[config.mk]
export PLATFORM = sky130hd
export DESIGN_NAME = csr_irq_unit
export DESIGN_NICKNAME = d
export VERILOG_FILES = /design/src/rtl/csr_irq_unit.sv
export SDC_FILE = /design/constraint.sdc
export NUM_CORES = 1
export LEC_CHECK = 0
export BUFFER_PORTS_ARGS = -buffer_cell sky130_fd_sc_hd__buf_2
export CAP_MARGIN = 20
export CELL_PAD_IN_SITES_DETAIL_PLACEMENT = 1
export CELL_PAD_IN_SITES_GLOBAL_PLACEMENT = 1
export CORE_AREA = 2 2 94 119
export DETAILED_ROUTE_END_ITERATION = 16
export DIE_AREA = 0 0 96 121
export PLACE_DENSITY = 0.9
export RECOVER_POWER = 50
export SLEW_MARGIN = 25
export SYNTH_ARGS = -nofsm -noshare
export SYNTH_HDL_FRONTEND = slang
export SYNTH_SLANG_ARGS = --single-unit
[constraint.sdc]
create_clock -name clk_i -period 3.13 [get_ports clk_i]
set_input_delay 0.626 -clock clk_i [delete_from_list [all_inputs] [get_ports clk_i]]
set_output_delay 0.626 -clock clk_i [all_outputs]
set_load 0.05 [all_outputs]
[src/rtl/csr_irq_unit.sv]
// csr_irq_unit: machine-mode MIE/MIP owner with level/edge local interrupts,
// fixed-priority arbitration and a registered req/ack trap request.
`default_nettype none

module csr_irq_unit #(
    parameter int NUM_LOCAL_IRQ = 4,
    parameter logic [((NUM_LOCAL_IRQ > 0) ? NUM_LOCAL_IRQ : 1)-1:0] LOCAL_EDGE_MASK = '0
) (
    input  logic                                             clk_i,
    input  logic                                             rstn_i,
    input  logic                                             irq_software_i,
    input  logic                                             irq_timer_i,
    input  logic                                             irq_external_i,
    input  logic [((NUM_LOCAL_IRQ > 0) ? NUM_LOCAL_IRQ : 1)-1:0] irq_local_i,
    input  logic                                             mstatus_mie_i,
    input  logic [31:0]                                      mtvec_i,
    input  logic                                             csr_we_i,
    input  logic [11:0]                                      csr_addr_i,
    input  logic [31:0]                                      csr_wdata_i,
    output logic [31:0]                                      csr_rdata_o,
    output logic                                             irq_req_o,
    output logic [31:0]                                      irq_cause_o,
    output logic [31:0]                                      irq_target_o,
    input  logic                                             irq_ack_i
);

    localparam int          LW         = (NUM_LOCAL_IRQ > 0) ? NUM_LOCAL_IRQ : 1;
    localparam logic [11:0] c_ADDR_MIE = 12'h304;
    localparam logic [11:0] c_ADDR_MIP = 12'h344;

    typedef enum logic [1:0] {
        S_IDLE  = 2'd0,
        S_REQ   = 2'd1,
        S_CLEAR = 2'd2
    } state_t;

    state_t      r_state, w_state_nxt;
    logic        r_req, w_req_nxt;
    logic [31:0] r_cause, w_cause_nxt;
    logic [31:0] r_target, w_target_nxt;
    logic [2:0]  r_mie_std;             // {MEIE, MTIE, MSIE}

    logic [LW-1:0] w_loc_mip, w_loc_mie;
    logic [31:0]   w_mip, w_mie, w_elig;
    logic          w_win_valid;
    logic [4:0]    w_win_code;
    logic [31:0]   w_base, w_target;
    logic          w_wr_mie, w_wr_mip, w_ack_take;
    logic          w_unused_bits;

    assign w_wr_mie   = csr_we_i && (csr_addr_i == c_ADDR_MIE);
    assign w_wr_mip   = csr_we_i && (csr_addr_i == c_ADDR_MIP);
    assign w_ack_take = (r_state == S_REQ) && irq_ack_i;
    assign w_unused_bits = ^{csr_wdata_i, irq_local_i};

    generate
        if (NUM_LOCAL_IRQ > 0) begin : g_local
            logic [LW-1:0] r_mie_loc, r_prev, r_pend;
            logic [LW-1:0] w_rise, w_clr;

            assign w_rise    = irq_local_i & ~r_prev & LOCAL_EDGE_MASK;
            assign w_loc_mie = r_mie_loc;

            always_comb begin
                w_loc_mip = '0;
                w_clr     = '0;
                for (int i = 0; i < LW; i++) begin
                    w_loc_mip[i] = LOCAL_EDGE_MASK[i] ? r_pend[i] : irq_local_i[i];
                    w_clr[i]     = (w_wr_mip && !csr_wdata_i[16+i]) ||
                                   (w_ack_take && (r_cause[4:0] == 5'(16 + i)));
                end
            end

            // A new rising edge beats a same-cycle clear so no edge is lost.
            always_ff @(posedge clk_i or negedge rstn_i) begin
                if (!rstn_i) begin
                    r_mie_loc <= '0;
                    r_prev    <= '0;
                    r_pend    <= '0;
                end else begin
                    if (w_wr_mie)
                        r_mie_loc <= csr_wdata_i[16 +: LW];
                    r_prev <= irq_local_i;
                    r_pend <= ((r_pend & ~w_clr) | w_rise) & LOCAL_EDGE_MASK;
                end
            end
        end else begin : g_no_local
            assign w_loc_mip = '0;
            assign w_loc_mie = '0;
        end
    endgenerate

    always_ff @(posedge clk_i or negedge rstn_i) begin
        if (!rstn_i)
            r_mie_std <= 3'b000;
        else if (w_wr_mie)
            r_mie_std <= {csr_wdata_i[11], csr_wdata_i[7], csr_wdata_i[3]};
    end

    always_comb begin
        w_mip     = '0;
        w_mie     = '0;
        w_mip[3]  = irq_software_i;
        w_mip[7]  = irq_timer_i;
        w_mip[11] = irq_external_i;
        w_mie[3]  = r_mie_std[0];
        w_mie[7]  = r_mie_std[1];
        w_mie[11] = r_mie_std[2];
        for (int i = 0; i < NUM_LOCAL_IRQ; i++) begin
            w_mip[16+i] = w_loc_mip[i];
            w_mie[16+i] = w_loc_mie[i];
        end
    end

    assign w_elig = w_mip & w_mie & {32{mstatus_mie_i}};

    // Walk lowest to highest priority so the last hit wins.
    always_comb begin
        w_win_code = 5'd0;
        if (w_elig[7])  w_win_code = 5'd7;
        if (w_elig[3])  w_win_code = 5'd3;
        if (w_elig[11]) w_win_code = 5'd11;
        for (int i = 0; i < NUM_LOCAL_IRQ; i++)
            if (w_elig[16+i]) w_win_code = 5'(16 + i);
    end

    assign w_win_valid = |w_elig;
    assign w_base      = {mtvec_i[31:2], 2'b00};
    assign w_target    = (mtvec_i[1:0] == 2'b01) ? (w_base + {25'd0, w_win_code, 2'b00})
                                                 : w_base;

    always_ff @(posedge clk_i or negedge rstn_i) begin
        if (!rstn_i) begin
            r_state  <= S_IDLE;
            r_req    <= 1'b0;
            r_cause  <= '0;
            r_target <= '0;
        end else begin
            r_state  <= w_state_nxt;
            r_req    <= w_req_nxt;
            r_cause  <= w_cause_nxt;
            r_target <= w_target_nxt;
        end
    end

    always_comb begin
        w_state_nxt  = r_state;
        w_req_nxt    = r_req;
        w_cause_nxt  = r_cause;
        w_target_nxt = r_target;
        case (r_state)
            S_IDLE: begin
                if (w_win_valid) begin
                    w_req_nxt    = 1'b1;
                    w_cause_nxt  = {1'b1, 26'd0, w_win_code};
                    w_target_nxt = w_target;
                    w_state_nxt  = S_REQ;
                end
            end
            S_REQ: begin
                if (irq_ack_i) begin
                    w_req_nxt   = 1'b0;
                    w_state_nxt = S_CLEAR;
                end else if (!w_elig[r_cause[4:0]]) begin
                    w_req_nxt   = 1'b0;
                    w_state_nxt = S_IDLE;
                end
            end
            S_CLEAR: begin
                w_req_nxt   = 1'b0;
                w_state_nxt = S_IDLE;
            end
            default: begin
                w_req_nxt   = 1'b0;
                w_state_nxt = S_IDLE;
            end
        endcase
    end

    always_comb begin
        case (csr_addr_i)
            c_ADDR_MIE: csr_rdata_o = w_mie;
            c_ADDR_MIP: csr_rdata_o = w_mip;
            default:    csr_rdata_o = '0;
        endcase
    end

    assign irq_req_o    = r_req;
    assign irq_cause_o  = r_cause;
    assign irq_target_o = r_target;

endmodule

`default_nettype wire

---- Word level (Yosys, flattened, before mapping) ----
Index checks and enable logic that the tools add are counted.
storage, ports and cells
  register bits after elaboration ......... 48
  word-level logic and storage cells ...... 40
  input port bits ......................... 88
  memories kept ........................... 0
  latch bits .............................. 0
  output and inout bits ................... 97
  ROM bits ................................ 0
  memory bits (writable) .................. 0
cells by class
  bitwise logic cells ..................... 2
  divide/modulo/power cells ............... 0
  $mul .................................... 0
  add/sub/neg operators ................... 1
  equal/unequal tests ..................... 6
  reductions and logical operators ........ 5
  $lt $le $gt $ge ......................... 1
  muxes and demuxes ....................... 19
  shift operators ......................... 0
operators with widths
  cell                                                 number
  one-hot mux 20 bit (2 select lines)                  1
  adder 32 x 7 -> 32 bit                               1
  bitwise AND 20 x 32 -> 32 bit                        1
  2-to-1 mux 32 bit                                    1
  OR reduction 32 bit                                  1
  2-to-1 mux 5 bit                                     6
  == test 12 x 10 -> 1 bit (second input constant)     2
  bitwise AND 20 bit                                   1
  < comparator 5 x 6 -> 1 bit (second input constant)  1
  2-to-1 mux 2 bit                                     3
  binary-select mux 1 bit (select 5 bit)               1
  == test 2 x 1 -> 1 bit (second input constant)       2
  2-to-1 mux 1 bit                                     4
  one-hot mux 2 bit (2 select lines)                   1
  AND reduction 2 bit                                  2
  2-to-1 mux 3 bit                                     1
  inequality test 3 bit (second input constant)        1
  logical NOT 2 bit                                    1
  inequality test 2 bit (second input constant)        1
  one-hot mux 1 bit (2 select lines)                   1
  logical AND 1 bit                                    1

---- Logic depth before layout (Yosys ltp) ----
  depth after elaboration ................. 11
  gate-level depth with buffers ........... 14
  gate-level depth less buffers ........... 13

---- Worst setup path before layout ----
OpenSTA, ideal clock, no wires.
  path type ............................... input port to flip-flop
  from .................................... input port irq_software_i
  to ...................................... register r_target[24], in the netlist irq_target_o[24]
  setup time .............................. 0.083 ns
  path buffers ............................ 0
  arrival ................................. 3.048 ns
  required time ........................... 3.047 ns
  stages on the path ...................... 12
  setup slack ............................. -0.001 ns
  cells stage by stage .................... a222oi_1 > o21ai_0 > a21boi_0 > nor2b_1 > ha_1 > inv_1 > fa_1 > and2b_1 > o31ai_1 > a211oi_1 > xnor2_1 > o21ai_0
between the ends
  longest elaborated chain between the ends .. 10
  elaborated cells between the ends (all ways) .. 12
  classes of those cells .................. 1 x add/sub; 7 x mux; 2 x bitwise; 2 x reduce/logical
RTL lines
  element                        RTL line  RTL
  from (decl)                    11        input logic irq_software_i,
  bitwise AND 20 bit             115       assign w_elig = w_mip & w_mie & {32{mstatus_mie_i}};
  bitwise AND 20 x 32 -> 32 bit  115
  2-to-1 mux 5 bit               121       if (w_elig[3]) w_win_code = 5'd3;
  2-to-1 mux 5 bit               122       if (w_elig[11]) w_win_code = 5'd11;
  2-to-1 mux 5 bit (4 in a row)  124       if (w_elig[16+i]) w_win_code = 5'(16 + i);
  named net w_win_code[0]        46        logic [4:0] w_win_code;
  adder 32 x 7 -> 32 bit         129       assign w_target = (mtvec_i[1:0] == 2'b01) ? (w_base + {25'd0, w_win_code, 2'b00})
  2-to-1 mux 32 bit              129
  to (signal assigned)           142       r_target <= w_target_nxt;
  to (decl)                      40        logic [31:0] r_target, w_target_nxt;
The timed path passes the listed nets, and every way through them passes these cells.
A chain may end at the register's enable or synchronous reset.

---- Final worst setup path ----
  from .................................... input port irq_software_i
  to ...................................... register r_target[20], in the netlist irq_target_o[20]
The elaborated chain is that of the path after synthesis.

==> metrics <==
crit path launch=irq_software_i; Sw Share=0.397; Period minus WS final=2.98 ns; P_leak=1.98 nW; Final ANT Viol Nets=0; post-synthesis cell area=0.00328 mm^2; HP Start=irq_target_o[31]; Detailed Route WL=9960 um; CTS tree=done; cts hold-fix bufs=0; clock power share=0.307; initial antenna violation count=0; number of global-route vias before repair=3243; CORE AREA=0.0105 mm^2; # fillers=1277; crit path capture type=flip-flop; WS Path Type=input pin to flip-flop; Sum Neg Setup Slack=0 ns; Combinational Power Share=0.306; P_sw=0.670 mW; Worst-Margin Slew=1.19 ns; vias=3068; Clock transition at path regs=0.07 ns; DRC errors left=0; crit path max fanout=9; Clock Latency Late Sink=0.29 ns; HPWL Detailed=7770 um; period utilization=0.954; Final Skew=0.0110 ns; total grt overflow=0; Seq/Total Area, Yosys=0.344; Max Clk Rate=335 MHz; Initial DRC Count=93; status=completed; Gate Count Post-Synth=366; Flop pwr share=0.387; via-per-instance ratio=4.92; cells on worst reg2reg path=13; pwr/cell area=412 mW/mm^2; max-slew violation count=0; die span in y=121 um; Synth top area share=0.344; Clock Sinks=45; RR Startpoint=r_mie_std[0]; peak supply drop=0.232 mV; final count of hold timing violations=0; Die X=96 um; TritonRoute pass-1 iters=4; CP Data Arrival Time=3.16 ns; GRT Overall Usage=0.168; Ant. Diodes=0; worst hold path class=flip-flop to flip-flop; Layout Nets=585; Hold EP=irq_target_o[31]; Layout area overhead=25.1%; Post-synth EDFFs=0; std cell rows=42; yosys warns=0; initial core utilization=0.313; IO Port Bufs=106; GPL Wtd Cong=0.779; Critical Path Source Type=input pin; layout cells sized above 1=0.299; setup violators final=0; Max Cap Viol=0; Cell variety after synth=58; Post-CTS Setup Bufs=0; hold path cells=2; Required @ worst endpoint=3.30 ns; utilization after layout=0.392; synth cell count leaders=nand2_1 (57), buf_4 (54), dfrtp_1 (45), o21ai_0 (33), nor2_1 (14); area leader, netlist=dfrtp_1; Slew headroom=0.207; Top FF cell, synth=dfrtp_1; CTS buffer count=5; reg-to-reg slack, setup=0.17 ns; clock buffer depth=2; wire length per cell=16.0 um; syn avg cell area=8.95 um^2; top-count cell post-synth=nand2_1; largest net degree at the start of global routing=46; wire length of the first global-routing pass=15200 um; Reg-to-Reg End=irq_target_o[20]; Pint=1.02 mW; clk root buf=clkbuf_16; Die Area=0.0116 mm^2; number of H-tree levels=2; I/O pin cnt=185; synthesized flop and latch total=45; Synth area leaders=dfrtp_1 (34%), buf_4 (12%), nand2_1 (6.5%); ys async rst share=1.00
-- sequential cells by signal, summed over array words and instances, names as in the netlist --
| register | count |
|---|---|
| g_local.r_mie_loc | 4 |
| irq_cause_o | 6 |
| irq_req_o | 1 |
| irq_target_o | 30 |
| r_mie_std | 3 |
| r_state | 1 |
-- kinds of logic (layout without fill, tap and decap cells) --
logic type / count (synthesis) / in the layout / synth area share
other: 1 / 53 / 0.00114
XOR/XNOR: 21 / 21 / 0.0562
multiplexers: 13 / 13 / 0.0462
AO/OA/AOI/OAI: 77 / 77 / 0.160
AND/OR/NAND/NOR: 129 / 129 / 0.214
flip-flops: 45 / 45 / 0.344
adder cells (fa/ha/maj): 6 / 6 / 0.0252
buffers and inverters: 74 / 148 / 0.154
-- critical path, stage by stage --
cell,delay [ns]
buf_2,0.11
a222oi_1,0.31
buf_4,0.18
o21ai_0,0.07
a21boi_1,0.21
nor2b_1,0.09
ha_2,0.18
inv_1,0.07
fa_2,0.19
and2b_1,0.19
o31a_1,0.39
o2111ai_1,0.28
xor2_1,0.17
o21ai_0,0.09
-- how the worst max path moves through the flow --
stage	endpoint	cells past startpoint
floorplan	irq_target_o[16]	13
global placement	irq_target_o[20]	14
detailed placement	irq_target_o[20]	14
CTS	irq_target_o[20]	14
global route	irq_target_o[24]	16
finish	irq_target_o[20]	14
-- power by group through the flow --
stage | Clock, mW | Combinational, mW | Sequential [mW]
CTS | 0.540 | 0.523 | 0.653
detailed placement | 0 | 0.522 | 0.664
floorplan | 0 | 0.264 | 0.822
finish | 0.518 | 0.516 | 0.653
global route | 0.554 | 0.548 | 0.659
global placement | 0 | 0.511 | 0.661
-- stage by stage --
stage                     hold WS, ns  area [um^2]  instances  power (mW)  setup slack, ns
after floorplan                 0.330         3480        418        1.09           0.0451
after global placement          0.446         3910        616        1.17           -0.246
after detailed placement        0.466         3910        616        1.19           -0.272
after CTS                       0.371         4050        624        1.72           0.0146
after global routing            0.498         4100        624        1.76          -0.0314
final                           0.475         4100        624        1.69            0.145
-- repair_timing --
| action | 4_1_cts | 5_1_grt |
|---|---|---|
| resized for setup | 1 | 12 |
| endpoints found under the hold margin | 0 | 0 |
| pin swaps | 0 | 4 |
| setup endpoints to repair | 1 | 23 |
-- per-layer routing --
layer	wire length [um]	vias up	GRT usage
met5	0	-	0
met3	644	15	0.0360
li1	-	1441	-
met4	184	0	0.0580
met1	3550	1488	0.166
met2	5590	124	0.329
-- placed cells by master (no fill, tap or decap), types with 6 or more instances in the layout --
cell	n
conb_1	53
mux2_2	7
a22o_1	7
dfrtp_1	45
nor3_1	6
o21ai_0	31
and3_1	8
xor2_1	8
buf_2	87
nand2_1	57
xnor2_1	13
buf_4	25
clkbuf_1	20
nor2_1	14
inv_1	7
and4_1	6
nor4_1	7
-- cell type report --
cell class / count / area [um^2] / area share
flip-flops and latches: 45 / 1130 / 0.275
repair buffers: 133 / 719 / 0.176
inverters: 7 / 26.3 / 0.00641
well taps: 132 / 165 / 0.0403
clock buffers: 6 / 129 / 0.0315
multi-input cells: 299 / 1920 / 0.469
clock inverters: 2 / 10.0 / 0.00244
Power figures use the tool's default switching activity.
